### src/rtl/processor_mem_arbiter.sv
// processor_mem_arbiter: shares the data RAM between CPU and host and sequences wait/continue
module processor_mem_arbiter #(
  parameter int ADDR_SIZE = 18,
  parameter int WORD_SIZE = 18,
  parameter int STARVE_LIMIT = 4
) (
  input  logic                 clock,
  input  logic                 reset,
  input  logic                 cpu_req,
  input  logic                 cpu_we,
  input  logic [ADDR_SIZE-1:0] cpu_addr,
  input  logic [WORD_SIZE-1:0] cpu_wdata,
  output logic                 cpu_grant,
  output logic                 cpu_stall,
  output logic                 cpu_rvalid,
  output logic [WORD_SIZE-1:0] cpu_rdata,
  input  logic                 cpu_waiting,
  output logic                 continue_out,
  input  logic                 host_req,
  input  logic                 host_we,
  input  logic [ADDR_SIZE-1:0] host_addr,
  input  logic [WORD_SIZE-1:0] host_wdata,
  output logic                 host_grant,
  output logic                 host_rvalid,
  output logic [WORD_SIZE-1:0] host_rdata,
  input  logic                 host_continue,
  output logic                 halted,
  output logic [ADDR_SIZE-1:0] mem_addr,
  output logic                 mem_we,
  output logic [WORD_SIZE-1:0] mem_wdata,
  input  logic [WORD_SIZE-1:0] mem_rdata
);
  localparam int SW = $clog2(STARVE_LIMIT + 1);
  typedef enum logic [1:0] {RUN, HALT, RESUME} state_t;
  state_t state;
  logic [SW-1:0] starve_cnt;
  logic host_wins;
  // host wins when halted, when uncontended, or when the CPU has starved it long enough
  always_comb begin
    host_wins = host_req & ((state == HALT) | ~cpu_req | (starve_cnt == SW'(STARVE_LIMIT)));
    host_grant = reset & host_wins;
    cpu_grant = reset & cpu_req & (state != HALT) & ~host_wins;
    cpu_stall = cpu_req & ~cpu_grant;
    mem_addr = host_grant ? host_addr : cpu_addr;
    mem_wdata = host_grant ? host_wdata : cpu_wdata;
    mem_we = (cpu_grant & cpu_we) | (host_grant & host_we);
  end
  assign cpu_rdata = mem_rdata;
  assign host_rdata = mem_rdata;
  // run/halt/resume sequencing, fairness counter and registered read-valid strobes
  always_ff @(posedge clock or negedge reset)
    if (!reset) begin
      state <= RUN;
      starve_cnt <= '0;
      cpu_rvalid <= 1'b0;
      host_rvalid <= 1'b0;
      continue_out <= 1'b0;
      halted <= 1'b0;
    end else begin
      cpu_rvalid <= cpu_grant & ~cpu_we;
      host_rvalid <= host_grant & ~host_we;
      starve_cnt <= (cpu_grant & host_req) ? starve_cnt + 1'b1 : '0;
      continue_out <= (state == HALT) & host_continue;
      halted <= ((state == RUN) & cpu_waiting) | ((state == HALT) & ~host_continue);
      state <= (state == RUN) ? (cpu_waiting ? HALT : RUN) :
               (state == HALT) ? (host_continue ? RESUME : HALT) : RUN;
    end
endmodule
### config.mk
export PLATFORM = sky130hd
export DESIGN_NAME = processor_mem_arbiter
export DESIGN_NICKNAME = d
export VERILOG_FILES = /design/src/rtl/processor_mem_arbiter.sv
export SDC_FILE = /design/constraint.sdc
export NUM_CORES = 1
export LEC_CHECK = 0
export CAP_MARGIN = 20
export CELL_PAD_IN_SITES_DETAIL_PLACEMENT = 1
export CELL_PAD_IN_SITES_GLOBAL_PLACEMENT = 2
export CORE_MARGIN = 4
export CORE_UTILIZATION = 10
export DETAILED_ROUTE_END_ITERATION = 16
export PLACE_DENSITY_LB_ADDON = 0.05
export SYNTH_ARGS = -nofsm -noshare
export SYNTH_HDL_FRONTEND = slang
export SYNTH_SLANG_ARGS = --single-unit
### constraint.sdc
create_clock -name clock -period 3.2 [get_ports clock]
set_input_delay 0.64 -clock clock [delete_from_list [all_inputs] [get_ports clock]]
set_output_delay 0.64 -clock clock [all_outputs]
set_load 0.01 [all_outputs]
## Word level (Yosys, flattened, before mapping)

Cells that the tools add are included.

- Flip-flop bits (word level): 9
- Input bits: 98
- Output and inout port bits: 80
- Word-level logic and storage cells: 42

- Add/subtract/negate cells: 1
- Equality and inequality tests: 3
- Mux-type cells: 7
- Bitwise operators: 24
- Reduce and logical (&&, ||, !) cells: 1

Operators by type and width:

| cell | count |
|---|---|
| 18-bit two-way mux | 2 |
| 1-bit AND | 14 |
| 2-bit two-way mux | 3 |
| 1-bit inverter | 6 |
| 1-bit bitwise OR | 4 |
| 3-bit by 1-bit adder with 3-bit output (second input constant) | 1 |
| 3-bit == test (second input constant) | 1 |
| 3-bit two-way mux | 1 |
| 2-bit by 1-bit == test with 1-bit output (second input constant) | 1 |
| 2-bit logical NOT | 1 |
| 2-bit by 1-bit inequality test with 1-bit output (second input constant) | 1 |
| 1-bit two-way mux | 1 |

## Logic depth before layout (Yosys ltp)

Gate-level depths: netlist of run 1.

- Word-level depth: 8
- Gate-level depth with buffers: 6

## Least setup slack after synthesis of run 1

Ideal clock, no wire load.

- Path type: input to output
- From: input port reset
- To: output port mem_wdata[10]
- Arrival time: 1.637 ns
- Slack: 0.923 ns
- Stages on the path: 4
- Buffers on the path: 1
- Cells stage by stage: nand2_1 > a31oi_4 > buf_6 > mux2_2

- Cells in the longest elaborated chain, start to end: 2

RTL lines:

| element | line | RTL |
|---|---|---|
| from (decl) | 8 | `input logic reset,` |
| 1-bit AND | 41 | `host_grant = reset & host_wins;` |
| named net host_grant | 23 | `output logic host_grant,` |
| 18-bit two-way mux | 45 | `mem_wdata = host_grant ? host_wdata : cpu_wdata;` |
| to (decl) | 30 | `output logic [WORD_SIZE-1:0] mem_wdata,` |

The timed path passes the listed nets, and every way through them passes these cells.

## Worst setup path in the final report of run 1

- From: input port reset
- To: output port mem_addr[15]

- Cells in the longest elaborated chain, start to end: 2

RTL lines:

| element | line | RTL |
|---|---|---|
| 1-bit AND | 41 |  |
| 18-bit two-way mux | 44 | `mem_addr = host_grant ? host_addr : cpu_addr;` |
| to (decl) | 28 | `output logic [ADDR_SIZE-1:0] mem_addr,` |

Every way passes these cells.

==> flow_metrics.tcl, run 1 <==
set metrics [dict create \
    maxCapViolations 0 \
    grt-ovfl-total 0 \
    final_area_sq_um 2440 \
    period_share_pct 93.1 \
    avgSynthCellArea_sq_um 9.58 \
    synth-seq-area-share_pct 19.8 \
    cts_setup_buffers 0 \
    relSlewSlack_pct 77.3 \
    cp-start-kind "input port" \
    arrival_ns 2.34 \
    synth_simple_gate_area_share_pct 9.44 \
    drive_above_1_share_pct 21.8 \
    clock_sinks 9 \
    slew_viol_final 0 \
    synthCells 119 \
    cp-end-kind "output pin" \
    cts_max_path_buffers 2 \
    wl_per_cell_microns 15.8 \
    required_ns 2.56 \
    dpl.cell_count 347 \
    drt-total-wl_microns 5530 \
    cts_tree "yes" \
    antenna_left 0 \
    gp_congestion 0.739 \
    power.leakage_nw 1.18 \
    rsz0062_at_grt "no" \
    powerDensity_nw_per_um2 264 \
    synth.ff_latch_count 9 \
    setup_tns_ns 0 \
    clk_pin_slew_ns 0.04 \
    syn_nets 219 \
    yosysWarnings 0 \
    grt_max_degree 38 \
    area_growth_pct 114 \
    peakVddDrop_uv 295 \
    yosys.area_share.xor_xnor_pct 0 \
    syn_area_sq_um 1140 \
    finalCriticalPeriod_ns 2.98 \
    clk_latency_ns 0.23 \
    fin_skew_ns 0.00247 \
    tightest_slew_ns 0.340 \
    vias 1149 \
    antenna_found_initial 0 \
    drc 0 \
    first_pass_iters 2 \
    synth.area.mux_share_pct 36.4 \
    synthAdderAreaFrac_pct 2.20 \
    grt_use_total_pct 7.62 \
    hold_violations 0 \
    critical_path_class "in2out" \
    status "complete, no violations" \
    critPathMaxFanout 37 \
    io_buffers 123 \
    fmax_mhz 336 \
    setup_viol 0 \
    stdcell_count 351 \
    grt_pass1_vias 1229 \
    die_area_sq_um 13200 \
    die_height_microns 115 \
    root_buffer "clkbuf_16" \
    grt_pass1_wl_microns 7790 \
    synth.distinct_cells 19 \
    layout.nets 312 \
    h-tree-depth 1 \
    most-common-layout-cells "clkdlybuf4s50_1 (87), mux2_2 (36), dlymetal6s2s_1 (33)" \
    cts_buffers 3 \
    synth_top_family_by_area "multiplexers" \
    core_area_sq_um 11000 \
    antennaDiodeCount 0 \
    avgViaCountPerCell 3.27 \
    die_x_microns 115 \
    final_util_pct 22.2 \
    start_util_pct 10.4 \
    cts_hold_buf 0 \
    power_mw 0.644 \
    final_common_cell "clkdlybuf4s50_1" \
    drt-initial-drc-count 8 \
    dp_hpwl_microns 4800 \
    synth_compound_area_share_pct 2.85 \
    holdCritPathClass "reg2reg" \
    ios 178 \
    fp-row-count 38 \
    placed_cell_area_sq_um 2280 \
]
synth_stat cells:
| cell type | number | area [sq um] |
|---|---|---|
| a21oi_1 | 1 | 5.00 |
| a31oi_4 | 1 | 21.3 |
| and2_1 | 1 | 6.26 |
| and3_2 | 1 | 7.51 |
| buf_4 | 37 | 278 |
| buf_6 | 3 | 33.8 |
| dfrtp_1 | 9 | 225 |
| ha_1 | 2 | 25.0 |
| inv_1 | 6 | 22.5 |
| mux2_2 | 36 | 405 |
| mux2i_1 | 1 | 10.0 |
| nand2_1 | 4 | 15.0 |
| nand2b_1 | 1 | 6.26 |
| nand3_1 | 4 | 20.0 |
| nand4_1 | 1 | 6.26 |
| nor2_1 | 5 | 18.8 |
| nor3_1 | 4 | 20.0 |
| nor3b_1 | 1 | 7.51 |
| o22ai_1 | 1 | 6.26 |
path summary, 6_finish.rpt:
| kind | startpoint | to | slack, ns | cells after the start |
|---|---|---|---|---|
| min reg2reg | state[1]$_DFF_PN0_ | halted$_DFF_PN0_ | 0.46 | 1 |
| max | reset | mem_addr[15] | 0.22 | 6 |
| max reg2reg | starve_cnt[0]$_DFF_PN0_ | host_rvalid$_DFF_PN0_ | 1.89 | 5 |
| min in group asynchronous | reset | host_rvalid$_DFF_PN0_ | 0.76 | 2 |
| max in group asynchronous | reset | state[1]$_DFF_PN0_ | 2.28 | 2 |
| min | state[1]$_DFF_PN0_ | halted$_DFF_PN0_ | 0.46 | 1 |
timing repair:
action	in CTS	in global routing
endpoints found under the setup margin	3	33
gates cloned	0	0
gates resized for setup	3	33
hold endpoints to repair	0	0
report_power, final:
group	switching, mW	leakage, nW	internal [mW]	total, mW
clock	0.0509	0.0382	0.166	0.217
combinational	0.102	1.03	0.198	0.300
sequential	0.00437	0.120	0.123	0.127
through the flow:
step / hold slack (ns) / setup slack [ns]
2_1_floorplan: 0.344 / 0.923
3_3_place_gp: 0.441 / -0.0203
3_5_place_dp: 0.457 / -0.0249
4_1_cts: 0.458 / 0.000545
5_1_grt: 0.483 / 0.135
6_report: 0.457 / 0.221
kinds of logic after synthesis:
family	after synthesis
AOI/OAI and AO/OA	3
DFF	9
buffers and inverters	46
muxes	37
adders and majority gates	2
and+or+nand+nor	22
registers in the layout, indices dropped and copies added (netlist names):
name,count
continue_out,1
cpu_rvalid,1
halted,1
host_rvalid,1
starve_cnt,3
state,2
layout make-up:
type / instances / area [sq um]
clock buffers: 4 / 78.8
inverters: 6 / 22.5
fillers: 1258 / 8540
multi-input cells: 64 / 581
repair buffers: 128 / 1360
well taps: 140 / 175
flip-flops and latches: 9 / 225
per-layer routing:
layer	wire [microns]	global-route usage [%]	up-vias
met1	2060	8.39	534
met2	3030	14.7	57
li1	-	-	551
met5	0	0	-
met4	27	1.02	0
met3	423	2.32	7
worst max-delay path, stage by stage:
cell and delay [ns]:
clkdlybuf4s50_1 0.49, nand2_1 0.11, a31oi_4 0.18, buf_12 0.24
mux2_2 0.36, dlygate4sd2_1 0.30
(Power assumes the default switching activity.)
==> inputs of run 2 (changes only) <==
--- a/config.mk
+++ b/config.mk
@@ -11,6 +11,7 @@
 export CORE_MARGIN = 4
 export CORE_UTILIZATION = 10
 export DETAILED_ROUTE_END_ITERATION = 16
+export GPL_ROUTABILITY_DRIVEN = 0
 export PLACE_DENSITY_LB_ADDON = 0.05
 export SYNTH_ARGS = -nofsm -noshare
 export SYNTH_HDL_FRONTEND = slang
==> results of run 2 <==
No change in the layout: final DEF, timing and power equal those of run 1.
==> inputs of run 3 (changes only) <==
--- a/config.mk
+++ b/config.mk
@@ -11,7 +11,7 @@
 export CORE_MARGIN = 4
 export CORE_UTILIZATION = 10
 export DETAILED_ROUTE_END_ITERATION = 16
-export GPL_ROUTABILITY_DRIVEN = 0
+export GPL_ROUTABILITY_DRIVEN = 1
 export PLACE_DENSITY_LB_ADDON = 0.05
 export SYNTH_ARGS = -nofsm -noshare
 export SYNTH_HDL_FRONTEND = slang
==> results of run 3 <==
No change in the layout: final DEF, timing and power equal those of run 1.
